==> src/rtl/load_store_unit_if.sv <==
// Request, data-memory and writeback signals of the MEM-stage load/store unit.
// The unit itself uses the slave view; its environment uses the master view.
interface load_store_unit_if #(
  parameter int ADDR_W = 32
) ();
  logic              req_valid_i;
  logic              req_ready_o;
  logic              req_we_i;
  logic [2:0]        req_funct3_i;
  logic [ADDR_W-1:0] req_addr_i;
  logic [63:0]       req_wdata_i;
  logic [4:0]        req_rd_i;

  logic              dmem_req_o;
  logic              dmem_we_o;
  logic [ADDR_W-1:0] dmem_addr_o;
  logic [7:0]        dmem_be_o;
  logic [63:0]       dmem_wdata_o;
  logic              dmem_ack_i;
  logic [63:0]       dmem_rdata_i;

  logic              resp_valid_o;
  logic              resp_we_o;
  logic [4:0]        resp_rd_o;
  logic [63:0]       resp_data_o;
  logic              fault_o;

  modport slave (
    input  req_valid_i, req_we_i, req_funct3_i, req_addr_i, req_wdata_i, req_rd_i,
    input  dmem_ack_i, dmem_rdata_i,
    output req_ready_o,
    output dmem_req_o, dmem_we_o, dmem_addr_o, dmem_be_o, dmem_wdata_o,
    output resp_valid_o, resp_we_o, resp_rd_o, resp_data_o, fault_o
  );

  modport master (
    output req_valid_i, req_we_i, req_funct3_i, req_addr_i, req_wdata_i, req_rd_i,
    output dmem_ack_i, dmem_rdata_i,
    input  req_ready_o,
    input  dmem_req_o, dmem_we_o, dmem_addr_o, dmem_be_o, dmem_wdata_o,
    input  resp_valid_o, resp_we_o, resp_rd_o, resp_data_o, fault_o
  );
endinterface

==> src/rtl/load_store_unit.sv <==
// MEM-stage load/store unit: lane alignment, byte enables, load extension and
// misalignment detection in front of a variable-latency req/ack data memory.
module load_store_unit #(
  parameter int ADDR_W = 32
) (
  input  logic             clk,
  input  logic             rst,
  load_store_unit_if.slave bus
);

  typedef enum logic {IDLE, ACCESS} state_t;

  state_t            state_q, state_d;
  logic              we_q, we_d;
  logic [2:0]        funct3_q, funct3_d;
  logic [2:0]        off_q, off_d;
  logic [4:0]        rd_q, rd_d;
  logic [ADDR_W-1:0] addr_q, addr_d;
  logic [7:0]        be_q, be_d;
  logic [63:0]       wdata_q, wdata_d;
  logic              resp_valid_q, resp_valid_d;
  logic              resp_we_q, resp_we_d;
  logic [4:0]        resp_rd_q, resp_rd_d;
  logic [63:0]       resp_data_q, resp_data_d;
  logic              fault_q, fault_d;

  logic [7:0]        size_mask;
  logic              misaligned;
  logic              illegal;
  logic              accept;
  logic [63:0]       shifted;
  logic [63:0]       load_data;

  always_comb begin
    size_mask  = 8'hFF;
    misaligned = 1'b0;
    unique case (bus.req_funct3_i[1:0])
      2'b00: begin size_mask = 8'h01; misaligned = 1'b0; end
      2'b01: begin size_mask = 8'h03; misaligned = bus.req_addr_i[0]; end
      2'b10: begin size_mask = 8'h0F; misaligned = |bus.req_addr_i[1:0]; end
      default: begin size_mask = 8'hFF; misaligned = |bus.req_addr_i[2:0]; end
    endcase
    illegal = bus.req_we_i ? bus.req_funct3_i[2] : (bus.req_funct3_i == 3'b111);
    accept  = bus.req_valid_i && (state_q == IDLE);
  end

  always_comb begin
    shifted   = bus.dmem_rdata_i >> {off_q, 3'b000};
    load_data = '0;
    unique case (funct3_q)
      3'b000:  load_data = {{56{shifted[7]}},  shifted[7:0]};
      3'b001:  load_data = {{48{shifted[15]}}, shifted[15:0]};
      3'b010:  load_data = {{32{shifted[31]}}, shifted[31:0]};
      3'b011:  load_data = shifted;
      3'b100:  load_data = {56'd0, shifted[7:0]};
      3'b101:  load_data = {48'd0, shifted[15:0]};
      3'b110:  load_data = {32'd0, shifted[31:0]};
      default: load_data = '0;
    endcase
  end

  always_comb begin
    state_d      = state_q;
    we_d         = we_q;
    funct3_d     = funct3_q;
    off_d        = off_q;
    rd_d         = rd_q;
    addr_d       = addr_q;
    be_d         = be_q;
    wdata_d      = wdata_q;
    resp_valid_d = 1'b0;
    resp_we_d    = 1'b0;
    resp_rd_d    = '0;
    resp_data_d  = '0;
    fault_d      = 1'b0;

    unique case (state_q)
      IDLE: begin
        if (accept) begin
          if (illegal || misaligned) begin
            // Faulting requests never leave IDLE; the response alone reports them.
            resp_valid_d = 1'b1;
            fault_d      = 1'b1;
            resp_rd_d    = bus.req_rd_i;
          end else begin
            state_d  = ACCESS;
            we_d     = bus.req_we_i;
            funct3_d = bus.req_funct3_i;
            off_d    = bus.req_addr_i[2:0];
            rd_d     = bus.req_rd_i;
            addr_d   = {bus.req_addr_i[ADDR_W-1:3], 3'b000};
            be_d     = size_mask << bus.req_addr_i[2:0];
            wdata_d  = bus.req_wdata_i << {bus.req_addr_i[2:0], 3'b000};
          end
        end
      end
      ACCESS: begin
        if (bus.dmem_ack_i) begin
          state_d      = IDLE;
          we_d         = 1'b0;
          addr_d       = '0;
          be_d         = '0;
          wdata_d      = '0;
          resp_valid_d = 1'b1;
          resp_rd_d    = rd_q;
          resp_we_d    = !we_q;
          resp_data_d  = we_q ? '0 : load_data;
        end
      end
      default: state_d = IDLE;
    endcase
  end

  always_ff @(posedge clk or negedge rst) begin
    if (!rst) begin
      state_q      <= IDLE;
      we_q         <= 1'b0;
      funct3_q     <= '0;
      off_q        <= '0;
      rd_q         <= '0;
      addr_q       <= '0;
      be_q         <= '0;
      wdata_q      <= '0;
      resp_valid_q <= 1'b0;
      resp_we_q    <= 1'b0;
      resp_rd_q    <= '0;
      resp_data_q  <= '0;
      fault_q      <= 1'b0;
    end else begin
      state_q      <= state_d;
      we_q         <= we_d;
      funct3_q     <= funct3_d;
      off_q        <= off_d;
      rd_q         <= rd_d;
      addr_q       <= addr_d;
      be_q         <= be_d;
      wdata_q      <= wdata_d;
      resp_valid_q <= resp_valid_d;
      resp_we_q    <= resp_we_d;
      resp_rd_q    <= resp_rd_d;
      resp_data_q  <= resp_data_d;
      fault_q      <= fault_d;
    end
  end

  assign bus.req_ready_o  = (state_q == IDLE);
  assign bus.dmem_req_o   = (state_q == ACCESS);
  assign bus.dmem_we_o    = we_q;
  assign bus.dmem_addr_o  = addr_q;
  assign bus.dmem_be_o    = be_q;
  assign bus.dmem_wdata_o = wdata_q;
  assign bus.resp_valid_o = resp_valid_q;
  assign bus.resp_we_o    = resp_we_q;
  assign bus.resp_rd_o    = resp_rd_q;
  assign bus.resp_data_o  = resp_data_q;
  assign bus.fault_o      = fault_q;

endmodule

==> src/flat_wrapper.sv <==
// flat-port wrapper written by rule: the top's interface ports become plain ports
module load_store_unit_flat 
#(
  parameter int ADDR_W = 32
)
  (clk, rst, bus_req_valid_i, bus_req_we_i, bus_req_funct3_i, bus_req_addr_i, bus_req_wdata_i, bus_req_rd_i, bus_dmem_ack_i, bus_dmem_rdata_i, bus_req_ready_o, bus_dmem_req_o, bus_dmem_we_o, bus_dmem_addr_o, bus_dmem_be_o, bus_dmem_wdata_o, bus_resp_valid_o, bus_resp_we_o, bus_resp_rd_o, bus_resp_data_o, bus_fault_o);
  load_store_unit_if #(.ADDR_W(ADDR_W)) bus_i ();
  input  logic clk;
  input  logic rst;
  input wire logic [$bits(bus_i.req_valid_i)-1:0] bus_req_valid_i;
  input wire logic [$bits(bus_i.req_we_i)-1:0] bus_req_we_i;
  input wire logic [$bits(bus_i.req_funct3_i)-1:0] bus_req_funct3_i;
  input wire logic [$bits(bus_i.req_addr_i)-1:0] bus_req_addr_i;
  input wire logic [$bits(bus_i.req_wdata_i)-1:0] bus_req_wdata_i;
  input wire logic [$bits(bus_i.req_rd_i)-1:0] bus_req_rd_i;
  input wire logic [$bits(bus_i.dmem_ack_i)-1:0] bus_dmem_ack_i;
  input wire logic [$bits(bus_i.dmem_rdata_i)-1:0] bus_dmem_rdata_i;
  output wire logic [$bits(bus_i.req_ready_o)-1:0] bus_req_ready_o;
  output wire logic [$bits(bus_i.dmem_req_o)-1:0] bus_dmem_req_o;
  output wire logic [$bits(bus_i.dmem_we_o)-1:0] bus_dmem_we_o;
  output wire logic [$bits(bus_i.dmem_addr_o)-1:0] bus_dmem_addr_o;
  output wire logic [$bits(bus_i.dmem_be_o)-1:0] bus_dmem_be_o;
  output wire logic [$bits(bus_i.dmem_wdata_o)-1:0] bus_dmem_wdata_o;
  output wire logic [$bits(bus_i.resp_valid_o)-1:0] bus_resp_valid_o;
  output wire logic [$bits(bus_i.resp_we_o)-1:0] bus_resp_we_o;
  output wire logic [$bits(bus_i.resp_rd_o)-1:0] bus_resp_rd_o;
  output wire logic [$bits(bus_i.resp_data_o)-1:0] bus_resp_data_o;
  output wire logic [$bits(bus_i.fault_o)-1:0] bus_fault_o;
  assign bus_i.req_valid_i = bus_req_valid_i;
  assign bus_i.req_we_i = bus_req_we_i;
  assign bus_i.req_funct3_i = bus_req_funct3_i;
  assign bus_i.req_addr_i = bus_req_addr_i;
  assign bus_i.req_wdata_i = bus_req_wdata_i;
  assign bus_i.req_rd_i = bus_req_rd_i;
  assign bus_i.dmem_ack_i = bus_dmem_ack_i;
  assign bus_i.dmem_rdata_i = bus_dmem_rdata_i;
  assign bus_req_ready_o = bus_i.req_ready_o;
  assign bus_dmem_req_o = bus_i.dmem_req_o;
  assign bus_dmem_we_o = bus_i.dmem_we_o;
  assign bus_dmem_addr_o = bus_i.dmem_addr_o;
  assign bus_dmem_be_o = bus_i.dmem_be_o;
  assign bus_dmem_wdata_o = bus_i.dmem_wdata_o;
  assign bus_resp_valid_o = bus_i.resp_valid_o;
  assign bus_resp_we_o = bus_i.resp_we_o;
  assign bus_resp_rd_o = bus_i.resp_rd_o;
  assign bus_resp_data_o = bus_i.resp_data_o;
  assign bus_fault_o = bus_i.fault_o;
  load_store_unit #(.ADDR_W(ADDR_W)) u_core (.clk(clk), .rst(rst), .bus(bus_i));
endmodule
==> config.mk <==
export PLATFORM = sky130hd
export DESIGN_NAME = load_store_unit_flat
export DESIGN_NICKNAME = d
export VERILOG_FILES = /design/src/rtl/load_store_unit_if.sv /design/src/rtl/load_store_unit.sv /design/src/flat_wrapper.sv
export SDC_FILE = /design/constraint.sdc
export NUM_CORES = 1
export LEC_CHECK = 0
export CORE_MARGIN = 4
export CORE_UTILIZATION = 25
export DETAILED_ROUTE_END_ITERATION = 12
export DONT_BUFFER_PORTS = 1
export PLACE_DENSITY = 0.37
export SLEW_MARGIN = 30
export SYNTH_ARGS = -nofsm -noshare
export SYNTH_HDL_FRONTEND = slang
export SYNTH_SLANG_ARGS = --single-unit
==> constraint.sdc <==
create_clock -name clk -period 4.9 [get_ports clk]
set_clock_uncertainty 0.05 [all_clocks]
set_input_delay 0.49 -clock clk [delete_from_list [all_inputs] [get_ports clk]]
set_output_delay 0.49 -clock clk [all_outputs]
set_load 0.05 [all_outputs]
-- Word-level counts from Yosys, hierarchy flattened
Cells that the tools add are included.
W data, S select, Z words.
- register bits after elaboration: 189
- bits of input ports: 173
- output and inout port bits: 179
- logic and storage cells: 77
- eq/ne operators: 12
- shift-type cells: 3
- mux-type cells: 38
- bitwise logic cells: 2
- reductions and logical operators: 9
- operators with widths (kind ; number):
    $pmux W64 S7 ; 1
    $mux W64 ; 6
    $pmux W64 S2 ; 1
    $mux W32 ; 3
    $pmux W32 S2 ; 1
    $shl A64 B6 Y64 ; 1
    $shr A64 B6 Y64 ; 1
    $mux W8 ; 3
    $pmux W8 S3 ; 1
    $pmux W8 S2 ; 1
    $mux W5 ; 3
    $mux W1 ; 13
    $eq A3 B3 Y1 const B ; 4
    $pmux W5 S2 ; 1
    $shl A8 B3 Y8 ; 1
    $eq A3 B2 Y1 const B ; 2
    $pmux W1 S2 ; 3
    $reduce_and A3 Y1 ; 2
    $ne A2 B2 Y1 const B ; 2
    $eq A3 B1 Y1 const B ; 1
    $logic_not A3 Y1 ; 1
    $pmux W1 S3 ; 1
    $reduce_or A3 Y1 ; 1
    $eq A2 B1 Y1 const B ; 1
    other kinds (8) ; 9

-- Longest topological paths before layout
- depth in word-level cells: 6
- mapped depth: 10
- gate-level depth less buffers: 5

-- Worst setup path after synthesis
OpenSTA, ideal clock, no wires.
- path kind: flip-flop to flip-flop
- start point: register u_core.state_q (netlist: u_core.bus.dmem_req_o)
- end point: register u_core.wdata_q[45] (netlist: u_core.bus.dmem_wdata_o[45])
- setup time: 0.125 ns
- arrival: 2.168 ns
- required time: 4.725 ns
- setup slack: 2.558 ns
- stages on the path, launching flop included: 9
- buffers on the path: 4
- clock period less this slack: 2.342 ns
- cells stage by stage: dfrtp_1 buf_2 and2_0 clkbuf_1 a31o_1 o21ai_0 buf_2 buf_2 mux2_2
- word-level cells in the longest chain between the ends: 4
- elaborated cells between the ends (all ways): 7
- classes of those cells: 3 x eq/ne; 1 x mux; 1 x bitwise; 2 x reduce/logical
- ends and longest elaborated chain (what ; RTL line ; text):
    from (decl) ; load_store_unit.sv:13 ; state_t state_q, state_d;
    from (signal assigned) ; load_store_unit.sv:130 ; state_q <= state_d;
    $not A1 Y1 (no line) ; - ;
    $logic_and A1 B1 Y1 ; load_store_unit.sv:44 ; accept = bus.req_valid_i && (state_q == IDLE);
    $ne A2 B1 Y1 (no line) ; - ;
    $reduce_and A3 Y1 (no line) ; - ;
    to (signal assigned) ; load_store_unit.sv:137 ; wdata_q <= wdata_d;
    to (decl) ; load_store_unit.sv:20 ; logic [63:0] wdata_q, wdata_d;
Parallel ways exist; a longest one is shown, timed or not.
A chain may end at the register's enable or synchronous reset.

-- Final worst setup path
- start point: register u_core.off_q[1]
- end point: register u_core.resp_data_q[62] (netlist: u_core.bus.resp_data_o[62])
- word-level cells in the longest chain between the ends: 5
- ends and longest elaborated chain (what ; RTL line ; text):
    from (decl) ; load_store_unit.sv:16 ; logic [2:0] off_q, off_d;
    from (signal assigned) ; load_store_unit.sv:119 ; off_q <= '0;
    from (signal assigned) ; load_store_unit.sv:133 ; off_q <= off_d;
    $shr A64 B6 Y64 ; load_store_unit.sv:48 ; shifted = bus.dmem_rdata_i >> {off_q, 3'b000};
    $pmux W64 S7 ; load_store_unit.sv:50 ; unique case (funct3_q)
    $mux W64 ; load_store_unit.sv:107 ; resp_data_d = we_q ? '0 : load_data;
    $mux W64 ; load_store_unit.sv:98 ; if (bus.dmem_ack_i) begin
    $mux W64 ; load_store_unit.sv:77 ; unique case (state_q)
    named net u_core.resp_data_d[62] ; load_store_unit.sv:24 ; logic [63:0] resp_data_q, resp_data_d;
    to (signal assigned) ; load_store_unit.sv:141 ; resp_data_q <= resp_data_d;
    to (decl) ; load_store_unit.sv:24 ;
The timed path passes the listed nets, and every way through them passes these cells.

==> metrics.md <==
| Metric | Value |
|---|---|
| Worst setup path class | flip-flop to flip-flop |
| Layout cells sized above 1 | 0.2000 |
| Remaining global-route overflow | 0 |
| Fillers | 4389 |
| Setup slack, reg-to-reg | 1680 ps |
| GRT Resource Usage Total | 0.1665 |
| Slew @ Worst Pin | 1003 ps |
| Die footprint | 45140 um2 |
| Yosys top cell by area | dfrtp_1 |
| Root buf cell | clkbuf_16 |
| Largest family of logic cells by synthesized area | compound AO/OA/AOI/OAI gates |
| Pwr dens | 507.7 nW/um2 |
| Via/cell ratio | 5.061 |
| Synth top area share | 0.4454 |
| Delay-heaviest family, CP | flip-flops |
| Slew Viols, Final | 0 |
| Htree depth | 4 |
| Comb pwr share | 0.224 |
| Via count | 7677 |
| Port Buffers | 0 |
| Initial antenna violation count | 0 |
| Compound-gate portion of the synthesized area | 0.1929 |
| Clock Sinks | 186 |
| Final setup TNS | 0 ps |
| Tcrit/Tclk final | 0.6576 |
| Crit-path slowest cell | dfrtp_4 |
| #FFs+latches synth | 186 |
| Final hold vios | 0 |
| Required @ worst endpoint | 5150 ps |
| Simple-gate share of the synthesized area | 0.1276 |
| Distinct cells, synth | 50 |
| Commonest non-fill, non-tap cell in the layout | dfrtp_1 |
| Largest net degree at the start of global routing | 187 |
| Most frequent cells in the layout | dfrtp_1, nand2_1, mux2_2 |
| Top FF cell, synth | dfrtp_1 |
| Max IR drop VDD | 0.2389 mV |
| Setup violators final | 0 |
| Part of the power in registers | 0.512 |
| Crit path launch | u_core.off_q[1] |
| Post-Synth XOR/XNOR Area | 0 |
| HPWL Detailed | 26920 um |
| Mean Syn Cell Area | 10.08 um2 |
| Maximum clock insertion buffer count | 2 |
| Worst setup path end | u_core.bus.resp_data_o[62] |
| IO Pins | 352 |
| Post-cts resize count | 0 |
| Psw | 2.581 mW |
| Fmax | 0.3103 GHz |
| Period minus WS final | 3222 ps |
| Leak | 4.772 nW |
| CP Depth | 6 |
| Crit path largest cell delay | 1020 ps |
| CP cell instances | mux2_1 > mux4_2 > and3_4 > a311oi_4 > buf_4 > a21oi_1 |
| Post-Synth Adder-Cell Area | 0 |
| Reg area | 4661 um2 |
| # rows | 74 |
| CP Launch Type | flip-flop |
| Final WL | 38080 um |
| Final #Nets | 1146 |
| Synth top area cells | dfrtp_1, mux2_2, mux2i_1, nand2_1, mux4_2 |
| Buffers & Inverters on Critical Path | 1 |
| Worst min path class | input pin to flip-flop |
| Starting Density | 0.2542 |
| Reg-to-reg endpoint | u_core.bus.resp_data_o[62] |
| Sequential cell area fraction in the yosys report | 0.4454 |
| Hold WS | 88.22 ps |
| Hold depth | 1 |
| Internal cell power | 3.267 mW |
| CTS Buf Count | 17 |
| Reg-to-reg startpoint | u_core.off_q[1] |
| Slew Limit Headroom | 0.3297 |
| Clock Latency Late Sink | 450 ps |
| Max_cap viols | 0 |
| Cells on worst reg2reg path | 6 |
| RSZ-0062 raised after global routing | no |
| Area of the multi-input gates | 5340 um2 |
| # Post-CTS Setup Buffers | 0 |
| Wirelength per Cell | 25.10 um |
| Core ar. | 41110 um2 |
| Mux cell area share after synthesis | 0.1869 |
| EDFF count, synth | 0 |
| GPL Wtd Cong | 0.8215 |
| Crit-path max FO | 76 |
| DRC viols | 0 |
| Status | finished, final reports clean |
| Post-route ant nets | 0 |
| Antenna cells | 0 |
| Clock share of power | 0.264 |
| Asr flop ratio synth | 1.000 |
| Vias in the first global route | 7884 |
| Crit end category | flip-flop |
| Chip width | 212.5 um |
| Critical Path AT | 3480 ps |
| CTS clk-pin slew, worst paths | 70 ps |
| First-pass GRT wire length | 55830 um |
| Switching Share | 0.4413 |
| YS warnings | 0 |
| Die height | 212.5 um |
| Post-Syn Area | 10450 um2 |
| Mapped Cells | 1037 |
| Layout area overhead | 10.22% |
| Iter 0 DRT Violations | 448 |
| CTS tree | done |
| First-pass DRT Iterations | 5 |
## per-layer routing
| layer | GRT usage | routed length, um | up-vias |
|---|---|---|---|
| met5 | 0 | 0 | - |
| met4 | 0.04865 | 755 | 0 |
| met3 | 0.06109 | 3196 | 28 |
| met2 | 0.2546 | 17450 | 283 |
| met1 | 0.2220 | 16670 | 3783 |
| li1 | - | - | 3583 |
## power groups by stage
stage	sequential (mW)	clock, mW	combinational, mW
floorplan	2.79	0	1.16
global placement	3.05	0	1.28
detailed placement	3.04	0	1.29
CTS	3.01	1.61	1.33
global route	3.05	1.66	1.47
finish	2.99	1.54	1.31
## synth_stat cells (17+ instances only)
cell and count:
dfrtp_1 186, nand2_1 161, mux2_2 69, mux2i_1 62, nor2_1 57, a21oi_1 52
o21ai_0 51, clkbuf_1 47, a22o_1 36, o31ai_1 36, a211oi_1 33, nor2b_1 31
a21oi_2 30, buf_2 28, mux4_2 23, buf_1 17, o22ai_1 17
## worst reg2reg max path: cells and delay by family (launching register included)
kind | cells | cell delay, ps
buffers and inverters | 1 | 510
and+or+nand+nor | 1 | 210
muxes | 2 | 910
AOI/OAI and AO/OA | 2 | 370
DFF | 1 | 1020
## what timing repair did
| action | in CTS | in global routing |
|---|---|---|
| endpoints found under the setup margin | 0 | 0 |
| endpoints found under the hold margin | 186 | 80 |
| hold buffers | 1 | 1 |
## layout make-up
type,instances,share of cell area
tap,532,0.05779
sequential,186,0.4046
timing repair buffer,15,0.01564
clock inverter,11,0.01456
clock buffer,20,0.04052
multi-input combinational,743,0.4636
inverter,10,0.003259
## stage by stage
| step | utilization | total power [mW] | std cells | cell area, um2 | worst slack (ps) |
|---|---|---|---|---|---|
| floorplan | - | 3.956 | 1039 | 10460 | 2558 |
| global placement | 0.2631 | 4.328 | 1483 | 10810 | 1688 |
| detailed placement | 0.2632 | 4.326 | 1483 | 10820 | 1697 |
| CTS | 0.2793 | 5.944 | 1515 | 11480 | 1681 |
| global route | 0.2802 | 6.173 | 1517 | 11520 | 1491 |
| finish | 0.2802 | 5.847 | 1517 | 11520 | 1678 |
## worst min-delay path by stage
| stage | startpoint | to | slack (ps) |
|---|---|---|---|
| global placement | rst | u_core.bus.resp_rd_o[0] | 150 |
| global route | bus_dmem_ack_i | u_core.bus.dmem_req_o | 50 |
| CTS | bus_dmem_ack_i | u_core.bus.dmem_req_o | 40 |
| finish | bus_dmem_ack_i | u_core.bus.dmem_req_o | 90 |
| floorplan | rst | u_core.bus.dmem_addr_o[10] | 140 |
| detailed placement | rst | u_core.bus.resp_rd_o[0] | 150 |
## sequential cells by signal (all words and copies together) (netlist names)
register	cells
u_core.bus.dmem_we_o	1
u_core.bus.resp_we_o	1
u_core.bus.resp_rd_o	5
u_core.bus.dmem_be_o	8
u_core.off_q	3
u_core.bus.dmem_req_o	1
u_core.funct3_q	3
u_core.bus.resp_data_o	64
u_core.bus.resp_valid_o	1
u_core.bus.dmem_addr_o	29
u_core.rd_q	5
u_core.bus.fault_o	1
u_core.bus.dmem_wdata_o	64
## cells by family after synthesis
kind of cell / Yosys count
and+or+nand+nor: 296
AOI/OAI and AO/OA: 287
DFF: 186
muxes: 157
buffers and inverters: 110
other: 1
Note: power is estimated with default switching activity, not from simulation.
